`config.mk`:
```
export PLATFORM = sky130hd
export DESIGN_NAME = div
export DESIGN_NICKNAME = d
export VERILOG_FILES = /design/src/rtl/div_pkg.sv /design/src/rtl/div_step.sv /design/src/rtl/div.sv
export SDC_FILE = /design/constraint.sdc
export NUM_CORES = 1
export LEC_CHECK = 0
export BUFFER_PORTS_ARGS = -buffer_cell sky130_fd_sc_hd__clkbuf_2
export CAP_MARGIN = 20
export CORE_MARGIN = 2
export CORE_UTILIZATION = 55
export DETAILED_ROUTE_END_ITERATION = 12
export PLACE_DENSITY = 0.79
export SLEW_MARGIN = 10
export SYNTH_ARGS = -nofsm -noshare
export SYNTH_HDL_FRONTEND = slang
export SYNTH_SLANG_ARGS = --single-unit
```
`constraint.sdc`:
```
create_clock -name ck -period 5.54 [get_ports ck]
set_input_delay 1.108 -clock ck [delete_from_list [all_inputs] [get_ports ck]]
set_output_delay 1.108 -clock ck [all_outputs]
set_load 0.01 [all_outputs]
```
`src/rtl/div_pkg.sv`:
```
// Shared definitions for the restoring divider: default widths, FSM states
// and the step-counter width.
package div_pkg;

  localparam int WA_DEF = 16;
  localparam int WB_DEF = 8;
  localparam int CNT_W  = $clog2(WA_DEF);

  typedef enum logic [1:0] {
    IDLE = 2'd0,
    CALC = 2'd1,
    DONE = 2'd2
  } state_t;

endpackage

```
`src/rtl/div_step.sv`:
```
// One restoring-division step: trial-subtract the divisor from the shifted
// partial remainder and keep the difference only when it does not underflow.
module div_step
  import div_pkg::*;
#(
  parameter int WB = WB_DEF
) (
  input  logic [WB:0]   p,
  input  logic [WB-1:0] divisor,
  output logic [WB:0]   p_next,
  output logic          qbit
);

  logic [WB:0] divisor_ext;

  assign divisor_ext = {1'b0, divisor};

  always_comb begin
    p_next = p;
    qbit   = 1'b0;
    if (p >= divisor_ext) begin
      p_next = p - divisor_ext;
      qbit   = 1'b1;
    end
  end

endmodule

```
`src/rtl/div.sv`:
```
// Sequential unsigned restoring divider: one quotient bit per clock, MSB
// first, with divide-by-zero short cut and restart-on-start semantics.
module div
  import div_pkg::*;
#(
  parameter int WA = WA_DEF,
  parameter int WB = WB_DEF
) (
  input  logic          ck,
  input  logic          rst_n,
  input  logic [WA-1:0] A,
  input  logic [WB-1:0] B,
  input  logic          start,
  output logic [WA-1:0] Q,
  output logic [WB-1:0] R,
  output logic          fin,
  output logic          busy,
  output logic          dz
);

  localparam int CW = (WA == WA_DEF) ? CNT_W : $clog2(WA);

  state_t        state;
  logic [CW-1:0] cnt;
  logic [WA-1:0] dvd;
  logic [WB-1:0] dvs;
  logic [WB:0]   p;
  logic [WB:0]   p_shift;
  logic [WB:0]   p_next;
  logic          qbit;

  // Dividend bits leave from the top of dvd while quotient bits enter at the
  // bottom, so after WA steps dvd holds the complete quotient.
  assign p_shift = {p[WB-1:0], dvd[WA-1]};

  div_step #(
    .WB(WB)
  ) u_step (
    .p       (p_shift),
    .divisor (dvs),
    .p_next  (p_next),
    .qbit    (qbit)
  );

  always_ff @(posedge ck or negedge rst_n) begin
    if (!rst_n) begin
      state <= IDLE;
      cnt   <= '0;
      dvd   <= '0;
      dvs   <= '0;
      p     <= '0;
      Q     <= '0;
      R     <= '0;
      fin   <= 1'b0;
      busy  <= 1'b0;
      dz    <= 1'b0;
    end else if (start) begin
      dvd <= A;
      dvs <= B;
      p   <= '0;
      cnt <= '0;
      Q   <= '0;
      R   <= '0;
      fin <= 1'b0;
      dz  <= 1'b0;
      if (B == '0) begin
        state <= DONE;
        busy  <= 1'b0;
      end else begin
        state <= CALC;
        busy  <= 1'b1;
      end
    end else begin
      case (state)
        IDLE: begin
          fin <= 1'b0;
        end
        CALC: begin
          p   <= p_next;
          dvd <= {dvd[WA-2:0], qbit};
          cnt <= cnt + 1'b1;
          if (cnt == CW'(WA - 1)) begin
            Q     <= {dvd[WA-2:0], qbit};
            R     <= p_next[WB-1:0];
            fin   <= 1'b1;
            busy  <= 1'b0;
            state <= DONE;
          end
        end
        DONE: begin
          // DONE entered with fin low only happens on a zero divisor: publish
          // the saturated result now, then leave on the following edge.
          if (!fin) begin
            Q   <= '1;
            R   <= '0;
            dz  <= 1'b1;
            fin <= 1'b1;
          end else begin
            fin   <= 1'b0;
            state <= IDLE;
          end
        end
        default: begin
          state <= IDLE;
          busy  <= 1'b0;
          fin   <= 1'b0;
        end
      endcase
    end
  end

endmodule

```
==> summary by stage <==
Setup path
The worst setup path is captured at a flip-flop. The worst reg-to-reg setup slack is 2890 ps. The required time reported for the critical path endpoint is 5770 ps.

The type of origin of the critical path is a flip-flop. STA puts the critical path data arrival time at 2880 ps. The launch point of the worst reg-to-reg path is state[1].

Tracing the worst setup path back leads to its startpoint at state[1]. The critical register-to-register path endpoint is Q[3]. The count of cells along the worst register-to-register path is 9.

The endpoint of the worst setup timing path is Q[3]. The category of the critical setup timing path is flip-flop to flip-flop. In this run the worst path has a maximum fanout of 40.

Flow run
The tool flagged a number of max-cap violations equal to 0.

Detailed routing
The via count is 2547. For this block, the initial DRC count from the detailed router was 141. The pre-antenna-repair detailed-routing pass consisted of 5 iterations. The routed wire length per instance is 14.65 µm. Dividing the detail-routed via count by the number of cells gives 5.454. The detailed-route DRC error count is 0. Summed over all layers, the routed wires come to 6.843 mm. In this run the remaining antenna-violating nets after routing total 0.

Timing
Measured against its own limit, the worst slew margin works out to 0.3661. Across the routed clock network, the largest skew measured is 7.102 ps. Setup repair after global routing left no endpoint under its margin. The achievable frequency is 0.3769 GHz.

The transition time of the tightest slew-check pin is 950.9 ps. The final-report hold violation count was 0. The worst path needs 2653 ps of the cycle, external delays included. The number of setup violations in the final report is 0. The final total negative setup slack is 0 ps. The post-route clock period utilization is 0.4789. The number of max-slew violations in the final report was 0.

Synthesis
After synthesis the netlist holds a flip-flop and latch count of 65. In this run the cell area of the synthesized design comes to 0.003284 mm². The commonest register cell after synthesis is sky130_fd_sc_hd__dfrtp_1. The synthesized netlist cell count is 341.

The number of library cell types mapped by synthesis is 42. The number of flops mapped to enable cells by yosys is 0. The post-synthesis async set-or-reset flop share is 1.000. The portion of the post-synthesis area used by sequential elements is 0.4952.

For this run, the number of Yosys warnings is 0. The synthesized net count is 381. After synthesis, the mean cell area works out to 9.632 µm².

Cells and area
The number of fill cells in the layout is 494. The share of post-route cells with drive strength above 1 is 0.1939. The final-stage net count is 427. The number of antenna diodes in the final layout is 0. Relative to the synthesized area, the layout overhead comes to 14.74%. For this run, the share of the core covered by cells in the final layout is 0.6441.

Clock network
The number of hold buffers added after CTS was 0. The number of buffers inserted during clock tree synthesis is 9. After clock tree synthesis, the setup repair step added 0 buffers. The cell sitting at the root of the clock tree is a sky130_fd_sc_hd__clkbuf_8. Counting along the longest clock path gives a buffer depth of 2. TritonCTS built the clock tree. CTS built an H-tree with a depth of 3. Clock-pin slew was measured on the worst setup and hold paths at 70 ps. In this run, post-CTS repair resized a total of 0 instances. Clock tree synthesis found a total of 65 sinks. The later pin in the worst-skew pair is clocked with a latency of 330 ps.

Die
The die is 81.28 µm wide. The effective utilization at floorplan is 0.5614. The floorplan step defined a die boundary enclosing 0.006606 mm². For this design the top-level I/O count stands at 54. The core region is 0.005851 mm². The vertical die dimension is 81.28 µm. The cell row count is 28.

Power
For this design the static power due to leakage is 1.866 nW. After layout, the design draws a total of 1.537 mW. IR analysis of the VDD net gives a maximum drop of 198.4 µV.

The power density over the cells is 408.0 mW/mm².

Placement
The weighted congestion at the end of routability-driven global placement is 0.7957. Summed over all nets, the half-perimeter wirelength after detailed placement is 4.540 mm. The number of buffer cells added on primary ports is 53.

Min path
The worst hold path depth is 2. The min-delay analysis places its worst path in the category flip-flop to flip-flop.

Global routing
The global route total overflow is 0. The overall routing resource usage is 0.2280. The global-route wire length before repair is 11.39 mm. The number of global-route vias before repair is 2459.

The initial antenna violation count is 0. The largest net degree at the start of global routing is 66.

Outcome
The flow ran to the end, and the final reports show no timing, DRC or antenna violations.
worst max-delay path, stage by stage, from the launching register on:
cell and delay, ps:
sky130_fd_sc_hd__dfrtp_1 400, sky130_fd_sc_hd__inv_1 90, sky130_fd_sc_hd__ha_2 820, sky130_fd_sc_hd__nand2b_1 280
sky130_fd_sc_hd__inv_1 150, sky130_fd_sc_hd__nand2_1 110, sky130_fd_sc_hd__o31ai_4 70, sky130_fd_sc_hd__buf_4 400
sky130_fd_sc_hd__nand2_1 120, sky130_fd_sc_hd__o31ai_1 80
worst min-delay path by stage:
stage	start	slack, ps	to
after floorplan	state[0]	470	state[0]
after global placement	Q[10]	460	Q[10]
after detailed placement	Q[8]	470	Q[8]
after CTS	Q[2]	480	Q[2]
after global routing	Q[13]	500	Q[13]
final	Q[2]	480	Q[2]
synth_stat cells (3+ instances only):
cell type	count	area, µm²
sky130_fd_sc_hd__a211oi_1	6	45.04
sky130_fd_sc_hd__o21ai_0	32	160.2
sky130_fd_sc_hd__o31ai_1	16	120.1
sky130_fd_sc_hd__nor2_1	36	135.1
sky130_fd_sc_hd__clkbuf_1	14	52.55
sky130_fd_sc_hd__a21oi_1	5	25.02
sky130_fd_sc_hd__dfrtp_1	65	1627
sky130_fd_sc_hd__o211ai_1	3	22.52
sky130_fd_sc_hd__nand2_1	55	206.5
sky130_fd_sc_hd__xor2_1	4	35.03
sky130_fd_sc_hd__ha_1	12	150.1
sky130_fd_sc_hd__o21ai_1	6	30.03
sky130_fd_sc_hd__nand2b_1	3	18.77
sky130_fd_sc_hd__mux2i_1	21	210.2
sky130_fd_sc_hd__a21o_1	4	30.03
sky130_fd_sc_hd__xnor2_1	4	35.03
sky130_fd_sc_hd__inv_1	13	48.80
sky130_fd_sc_hd__buf_1	5	18.77
sky130_fd_sc_hd__nor2b_1	6	37.54
where the power goes:
part / leakage (nW) / switching [mW] / internal [mW] / total (mW)
logic: 0.934 / 0.304 / 0.221 / 0.526
registers: 0.835 / 0.0590 / 0.557 / 0.616
clock network: 0.0974 / 0.176 / 0.219 / 0.395
kinds of logic after synthesis:
| group | count (synthesis) | share of synthesized area |
|---|---|---|
| and+or+nand+nor | 114 | 0.1493 |
| DFF | 65 | 0.4952 |
| adders and majority gates | 13 | 0.05181 |
| muxes | 22 | 0.06743 |
| xor gates and xnor gates | 8 | 0.02133 |
| AOI/OAI and AO/OA | 85 | 0.1688 |
| buffers and inverters | 34 | 0.04610 |
layout by cell type, fill, tap and decap left out, types with 4 or more instances in the layout:
cell and instances:
sky130_fd_sc_hd__a211oi_1 6, sky130_fd_sc_hd__a21o_1 4, sky130_fd_sc_hd__a21oi_1 5, sky130_fd_sc_hd__clkbuf_2 53, sky130_fd_sc_hd__clkbuf_8 10, sky130_fd_sc_hd__dfrtp_1 65, sky130_fd_sc_hd__ha_1 11, sky130_fd_sc_hd__inv_1 13
sky130_fd_sc_hd__mux2i_1 21, sky130_fd_sc_hd__nand2_1 55, sky130_fd_sc_hd__nor2_1 36, sky130_fd_sc_hd__nor2b_1 6, sky130_fd_sc_hd__o21ai_0 32, sky130_fd_sc_hd__o21ai_1 6, sky130_fd_sc_hd__o31ai_1 15, sky130_fd_sc_hd__xnor2_1 4
sky130_fd_sc_hd__xor2_1 4
stage by stage:
stage	hold slack [ps]	setup slack [ps]	cells	instance area (µm²)
final	479.2	2887	467	3769
after floorplan	474.7	3325	341	3284
after CTS	484.1	2881	467	3769
after detailed placement	469.0	2650	451	3580
after global routing	501.1	2583	467	3769
after global placement	463.0	2703	451	3580
layout make-up:
class / instances / area [µm²] / area share
flip-flops and latches: 65 / 1627 / 0.4316
multi-input cells: 242 / 1523 / 0.4041
well taps: 75 / 93.84 / 0.02490
clock inverters: 3 / 40.04 / 0.01062
inverters: 13 / 48.80 / 0.01295
repair buffers: 56 / 287.8 / 0.07636
clock buffers: 13 / 148.9 / 0.03951
routing by layer:
| layer | global-route usage | part of all wire | up-vias |
|---|---|---|---|
| met1 | 0.2899 | 0.46 | 1225 |
| met5 | 0 | 0 | - |
| met3 | 0.06778 | 0.045 | 7 |
| li1 | - | - | 1267 |
| met4 | 0.09153 | 0.017 | 0 |
| met2 | 0.3639 | 0.48 | 48 |
state kept, by name (all words and copies together) (netlist names):
| name | flops |
|---|---|
| dz | 1 |
| fin | 1 |
| busy | 1 |
| p | 8 |
| dvd | 16 |
| dvs | 8 |
| R | 8 |
| cnt | 4 |
| Q | 16 |
| state | 2 |
(Power assumes the default switching activity.)
